**src/rtl/spi_master_driver.sv**
```systemverilog
// Mode-0 SPI master: one frame per accepted send_start, optional ss hold between frames.
// Every output comes straight from a flop; the comb block computes all next values.
//
// state   | meaning
// S_IDLE  | ss deasserted, ready for a new frame
// S_SETUP | ss asserted, sclk low for HALF cycles before the first rising edge
// S_HIGH  | sclk high for HALF cycles, miso sampled on the last cycle
// S_LOW   | sclk low for HALF cycles, next mosi bit already on the line
// S_HOLD  | ss held asserted between back-to-back frames, ready for a new frame
// S_GAP   | ss deasserted for HALF cycles (minimum deselect time)
module spi_master_driver #(
  parameter int SYS_FREQ_HZ       = 48_000_000,
  parameter int SPI_FREQ_HZ       = 1_000_000,
  parameter int NUM_DATA_BITS     = 8,
  parameter bit SPI_SS_ACTIVE_LOW = 1'b1,
  parameter bit SPI_LSB_FIRST     = 1'b0
) (
  input  logic                     sys_clk,
  input  logic                     rst,
  input  logic                     send_start,
  input  logic                     keep_alive,
  input  logic [NUM_DATA_BITS-1:0] send_data,
  input  logic                     miso_in,
  output logic                     send_ready,
  output logic                     send_done,
  output logic [NUM_DATA_BITS-1:0] recv_data,
  output logic                     ss_out,
  output logic                     sclk_out,
  output logic                     mosi_out
);

  localparam int HALF_RAW = SYS_FREQ_HZ / (2 * SPI_FREQ_HZ);
  localparam int HALF     = (HALF_RAW < 1) ? 1 : HALF_RAW;
  localparam int HALF_W   = $clog2(HALF + 1);
  localparam int BIT_W    = $clog2(NUM_DATA_BITS + 1);

  localparam logic                     SS_ON     = SPI_SS_ACTIVE_LOW ? 1'b0 : 1'b1;
  localparam logic [HALF_W-1:0]        HALF_LAST = HALF_W'(HALF - 1);
  localparam logic [HALF_W-1:0]        HALF_ONE  = HALF_W'(1);
  localparam logic [BIT_W-1:0]         BIT_ONE   = BIT_W'(1);
  localparam logic [BIT_W-1:0]         BITS_ALL  = BIT_W'(NUM_DATA_BITS);
  localparam logic [NUM_DATA_BITS-1:0] DATA_ONE  = NUM_DATA_BITS'(1);

  typedef enum logic [2:0] {
    S_IDLE,
    S_SETUP,
    S_HIGH,
    S_LOW,
    S_HOLD,
    S_GAP
  } state_t;

  state_t                   r_state;
  logic [HALF_W-1:0]        r_half_cnt;
  logic [BIT_W-1:0]         r_bit_cnt;
  logic [NUM_DATA_BITS-1:0] r_tx_shift;
  logic [NUM_DATA_BITS-1:0] r_rx_shift;
  logic [NUM_DATA_BITS-1:0] r_recv_data;
  logic                     r_ss;
  logic                     r_sclk;
  logic                     r_mosi;
  logic                     r_ready;
  logic                     r_done;

  state_t                   w_state_nxt;
  logic [HALF_W-1:0]        w_half_nxt;
  logic [BIT_W-1:0]         w_bit_nxt;
  logic [NUM_DATA_BITS-1:0] w_tx_nxt;
  logic [NUM_DATA_BITS-1:0] w_rx_nxt;
  logic [NUM_DATA_BITS-1:0] w_recv_nxt;
  logic                     w_ss_nxt;
  logic                     w_sclk_nxt;
  logic                     w_mosi_nxt;
  logic                     w_ready_nxt;
  logic                     w_done_nxt;
  logic                     w_half_last;
  logic [NUM_DATA_BITS-1:0] w_tx_shifted;

  // The bit that goes on mosi next is always at the "leading" end of the tx register.
  function automatic logic f_out_bit(input logic [NUM_DATA_BITS-1:0] d);
    return SPI_LSB_FIRST ? d[0] : d[NUM_DATA_BITS-1];
  endfunction

  function automatic logic [NUM_DATA_BITS-1:0] f_tx_shift(input logic [NUM_DATA_BITS-1:0] d);
    return SPI_LSB_FIRST ? (d >> 1) : (d << 1);
  endfunction

  // First sampled bit ends up at the same end it was transmitted from.
  function automatic logic [NUM_DATA_BITS-1:0] f_rx_shift(input logic [NUM_DATA_BITS-1:0] d,
                                                          input logic                     b);
    if (SPI_LSB_FIRST)
      return (d >> 1) | (b ? (DATA_ONE << (NUM_DATA_BITS - 1)) : '0);
    else
      return (d << 1) | (b ? DATA_ONE : '0);
  endfunction

  assign w_half_last  = (r_half_cnt == HALF_LAST);
  assign w_tx_shifted = f_tx_shift(r_tx_shift);

  always_comb begin
    w_state_nxt = r_state;
    w_half_nxt  = r_half_cnt + HALF_ONE;
    w_bit_nxt   = r_bit_cnt;
    w_tx_nxt    = r_tx_shift;
    w_rx_nxt    = r_rx_shift;
    w_recv_nxt  = r_recv_data;
    w_ss_nxt    = r_ss;
    w_sclk_nxt  = r_sclk;
    w_mosi_nxt  = r_mosi;
    w_ready_nxt = r_ready;
    w_done_nxt  = 1'b0;

    case (r_state)
      S_IDLE, S_HOLD: begin
        w_half_nxt = '0;
        if (send_start) begin
          w_state_nxt = S_SETUP;
          w_tx_nxt    = send_data;
          w_rx_nxt    = '0;
          w_bit_nxt   = '0;
          w_mosi_nxt  = f_out_bit(send_data);
          w_ss_nxt    = SS_ON;
          w_ready_nxt = 1'b0;
        end else if (r_state == S_HOLD && !keep_alive) begin
          w_state_nxt = S_GAP;
          w_ss_nxt    = ~SS_ON;
          w_ready_nxt = 1'b0;
        end
      end

      S_SETUP: begin
        if (w_half_last) begin
          w_state_nxt = S_HIGH;
          w_half_nxt  = '0;
          w_sclk_nxt  = 1'b1;
        end
      end

      S_HIGH: begin
        if (w_half_last) begin
          w_state_nxt = S_LOW;
          w_half_nxt  = '0;
          w_sclk_nxt  = 1'b0;
          w_rx_nxt    = f_rx_shift(r_rx_shift, miso_in);
          w_bit_nxt   = r_bit_cnt + BIT_ONE;
          // Falling edge: present the next bit so it is stable before the next rise.
          if (r_bit_cnt + BIT_ONE != BITS_ALL) begin
            w_tx_nxt   = w_tx_shifted;
            w_mosi_nxt = f_out_bit(w_tx_shifted);
          end
        end
      end

      S_LOW: begin
        if (w_half_last) begin
          w_half_nxt = '0;
          if (r_bit_cnt != BITS_ALL) begin
            w_state_nxt = S_HIGH;
            w_sclk_nxt  = 1'b1;
          end else begin
            w_done_nxt = 1'b1;
            w_recv_nxt = r_rx_shift;
            if (keep_alive) begin
              w_state_nxt = S_HOLD;
              w_ready_nxt = 1'b1;
            end else begin
              w_state_nxt = S_GAP;
              w_ss_nxt    = ~SS_ON;
            end
          end
        end
      end

      S_GAP: begin
        if (w_half_last) begin
          w_state_nxt = S_IDLE;
          w_half_nxt  = '0;
          w_ready_nxt = 1'b1;
        end
      end

      default: begin
        w_state_nxt = S_IDLE;
        w_half_nxt  = '0;
        w_ss_nxt    = ~SS_ON;
        w_sclk_nxt  = 1'b0;
        w_ready_nxt = 1'b1;
      end
    endcase
  end

  always_ff @(posedge sys_clk or posedge rst) begin
    if (rst) begin
      r_state     <= S_IDLE;
      r_half_cnt  <= '0;
      r_bit_cnt   <= '0;
      r_tx_shift  <= '0;
      r_rx_shift  <= '0;
      r_recv_data <= '0;
      r_ss        <= ~SS_ON;
      r_sclk      <= 1'b0;
      r_mosi      <= 1'b0;
      r_ready     <= 1'b1;
      r_done      <= 1'b0;
    end else begin
      r_state     <= w_state_nxt;
      r_half_cnt  <= w_half_nxt;
      r_bit_cnt   <= w_bit_nxt;
      r_tx_shift  <= w_tx_nxt;
      r_rx_shift  <= w_rx_nxt;
      r_recv_data <= w_recv_nxt;
      r_ss        <= w_ss_nxt;
      r_sclk      <= w_sclk_nxt;
      r_mosi      <= w_mosi_nxt;
      r_ready     <= w_ready_nxt;
      r_done      <= w_done_nxt;
    end
  end

  assign send_ready = r_ready;
  assign send_done  = r_done;
  assign recv_data  = r_recv_data;
  assign ss_out     = r_ss;
  assign sclk_out   = r_sclk;
  assign mosi_out   = r_mosi;

endmodule
```
**config.mk**
```make
export PLATFORM = sky130hd
export DESIGN_NAME = spi_master_driver
export DESIGN_NICKNAME = d
export VERILOG_FILES = /design/src/rtl/spi_master_driver.sv
export SDC_FILE = /design/constraint.sdc
export NUM_CORES = 1
export LEC_CHECK = 0
export BUFFER_PORTS_ARGS = -buffer_cell sky130_fd_sc_hd__buf_2
export CORE_ASPECT_RATIO = 1.25
export CORE_MARGIN = 1.5
export CORE_UTILIZATION = 51
export DETAILED_ROUTE_END_ITERATION = 8
export PLACE_DENSITY = 0.76
export SETUP_SLACK_MARGIN = 0.4
export SYNTH_ARGS = -nofsm -noshare
export SYNTH_HDL_FRONTEND = slang
export SYNTH_SLANG_ARGS = --single-unit
```
**constraint.sdc**
```tcl
create_clock -name sys_clk -period 1.9 [get_ports sys_clk]
set_clock_uncertainty 0.15 [all_clocks]
set_input_delay 0.095 -clock sys_clk [delete_from_list [all_inputs] [get_ports sys_clk]]
set_output_delay 0.095 -clock sys_clk [all_outputs]
set_load 0.02 [all_outputs]
```
==> key figures <==
Cells and area
  • Sequential cell area: slightly above 1000 um^2
  • Final #Nets: approximately 260
  • Fill cell count: between 200 and 300
  • Layout area overhead: 41.1%
  • Area of the multi-input gates: 1090 um^2
  • Share of layout cells above drive strength 1: around half
  • Final Util: about three quarters
  • N_diodes: 0

Critical path
  • Crit path max fanout: 9
  • Worst path cell trace: ha_4 -> and4b_4 -> nand2_4 -> nor3_4 -> buf_12 -> mux2_2
  • WP buf/inv: 1
  • Startpoint types: flip-flop
  • CP max stage delay: 0.40 ns
  • Req. time, crit path: about 1.9 ns
  • Crit path arrival time: 1.88 ns
  • Crit Path Category: flip-flop to flip-flop
  • Crit. End Element: flip-flop
  • Family with the most delay on the worst path: simple AND/OR/NAND/NOR gates
  • Critical path's slowest cell: dfrtp_1

Hold path
  • Hold Crit Class: input pin to flip-flop

Floorplanning
  • Cell Rows: 25
  • Die ar.: approximately 4200 um^2
  • DIE WIDTH: a little under 60 um
  • Die height: around 72 um
  • Boundary Pins: 26
  • Core Region: 3720 um^2
  • Initial core utilization: approximately 53%

Placed design
  • Placer Congestion: 0.854
  • Port buffer count: 25
  • Final HPWL DP: 2.89 mm

Power
  • Static leakage: about 1.3 nW
  • Max VDD drop: between 0.5 and 0.6 mV
  • Total power draw: about 2.7 mW
  • Cell Pwr Density: between 900 and 1000 nW/um^2

Timing
  • Smallest hold slack: roughly 0.08 ns
  • Relative slew slack: approximately two thirds
  • Min Tclk post-route: 1.86 ns
  • Tcrit/Tclk final: 97.8%
  • FMAX: between 500 and 600 MHz
  • # setup viols final: 0
  • RSZ-0062 raised after global routing: yes
  • Final Hold Vio Count: 0
  • Worst slew pin tran: a little over 0.5 ns
  • Pins Over Slew Limit: 0

Synth
  • Asr flop ratio synth: 100%
  • Gate Count Post-Synth: between 150 and 200
  • Cell taking the most area after synthesis: dfrtp_1
  • Post-synthesis average cell area: between 10 and 15 um^2
  • Top_reg_cell synth: dfrtp_1
  • Post-synth EDFFs: 0
  • Yosys top cell area share: between 40% and 50%
  • Synthesized cell area: roughly 2000 um^2
  • Cell with the most instances after synthesis: dfrtp_1
  • Post-synth cell types: 40
  • Synth warn: 0
  • Sequential share of the synthesized area: approximately half
  • Most frequent cells after synthesis: dfrtp_1, nor2_1, a22o_1, nor2b_1, mux2_2
  • Syn_nets: 194
  • Seq cells post-synth: 40
  • Area contributors post-synth: dfrtp_1, mux2_2, a22o_1, nor2b_1, a221oi_1

CTS
  • CTS Buf Count: 5
  • Root Buffer: clkbuf_8
  • Clock Tree Buf Depth: 2
  • Clock Latency Late Sink: between 0.2 and 0.3 ns
  • Worst-path clk slew: around 0.07 ns
  • Clock sink count: 40
  • H-tree Lvls: 2
  • CTS tree: done

GRT
  • Vias in the first global route: approximately 1800
  • First-pass GRT wire length: 8.57 mm
  • Initial antenna violation count: 0
  • GRT Residual Overflow: 0
  • GRT Total Usage: 26.6%
  • Largest net degree at the start of global routing: slightly above 40

Route
  • DR DRC count: 0
  • DR vias: around 1700
  • DR WL/cell: between 15 and 20 um
  • Wirelength, routed: between 5 and 6 mm
  • First drt pass iteration count: 4
  • DR iter-0 viols: just over 90
  • Detail Route Antenna Nets: 0
  • Via density: between 6 and 7

Job
  • Max_cap viols: 0

Status
  • Status: complete, no violations
## power by group
part           switching, mW  leakage (nW)  total (mW)  internal (mW)
registers              0.158         0.511        1.17           1.01
logic                  0.466         0.721        1.03          0.565
clock network          0.276        0.0410       0.525          0.250
## state kept, by name, summed over array words and instances, names as in the netlist
register,count
mosi_out,1
r_bit_cnt,4
r_half_cnt,5
r_rx_shift,8
r_state,3
r_tx_shift,7
recv_data,8
sclk_out,1
send_done,1
send_ready,1
ss_out,1
## routing by layer
metal  GRT usage (%)  share of wire (%)  up-vias
li1                -                  -      790
met1            32.6                 42      860
met2            47.1                 52       59
met3            3.92                3.8       16
met4            9.30                2.7        0
met5               0                  0        -
## cell usage in the layout, fill, tap and decap left out, drive strengths merged, types with 2 or more instances in the layout
master       instances
dlygate4sd3          3
a21oi                6
inv                  7
ha                   4
dfrtp               38
dfstp                2
nor2                16
a22oi                7
a221oi               7
mux2                10
nand3                2
nor2b               11
o21ai                6
nand4b               4
a31o                 2
and2                 2
buf                 65
nor3                 7
nand2b               2
a22o                11
nor3b                3
clkbuf               7
nand2                8
xnor2                2
## path summary, 6_finish.rpt
kind,end,depth (start not counted),slack [ns],start
max,recv_data[7]$_DFFE_PP0P_,6,0.04,r_half_cnt[1]$_DFF_PP0_
min,ss_out$_DFFE_PP1P_,4,0.08,keep_alive
max reg2reg,recv_data[7]$_DFFE_PP0P_,6,0.04,r_half_cnt[1]$_DFF_PP0_
min reg2reg,recv_data[5]$_DFFE_PP0P_,1,0.36,recv_data[5]$_DFFE_PP0P_
max in group asynchronous,r_state[1]$_DFFE_PP0P_,4,0.90,rst
min in group asynchronous,r_half_cnt[2]$_DFF_PP0_,4,0.33,rst
## what timing repair did
item,CTS,global route
endpoints found under the hold margin,40,0
setup endpoints to repair,34,39
cloned,1,0
buffers inserted,18,4
hold buffers,3,0
resized for setup,31,19
pin swaps,15,15
## logic make-up after synthesis
kind of cell             Yosys count  synth area share (%)
multiplexers                      11                  6.25
flip-flops                        40                  51.1
AND/OR/NAND/NOR                   58                  17.5
XOR/XNOR                           3                  1.34
AO/OA/AOI/OAI                     47                  18.3
adder cells (fa/ha/maj)            4                  2.55
buffers and inverters             14                  2.93
## per-stage QoR
stage	instance area (um^2)	instances	setup TNS [ns]	setup slack, ns
2_1_floorplan	2020	177	0	0.0545
3_3_place_gp	2300	253	0	0.0835
3_5_place_dp	2300	253	0	0.0241
4_1_cts	2690	282	0	0.0650
5_1_grt	2770	286	-0.00708	-0.00708
6_report	2770	286	0	0.0410
## final cells by class
type                    count  share of cell area [%]
clock buffers               6                    2.62
well taps                  40                    1.81
multi-input cells         123                    39.3
flip-flops and latches     40                    36.4
clock inverters             1                   0.181
repair buffers             69                    18.8
inverters                   7                   0.949
## worst reg2reg max path: stages (launching register included)
cell and delay, ns:
dfrtp_1 0.40, ha_4 0.15, and4b_4 0.28, nand2_4 0.08, nor3_4 0.20, buf_12 0.15
mux2_2 0.34
(Power assumes the default switching activity.)
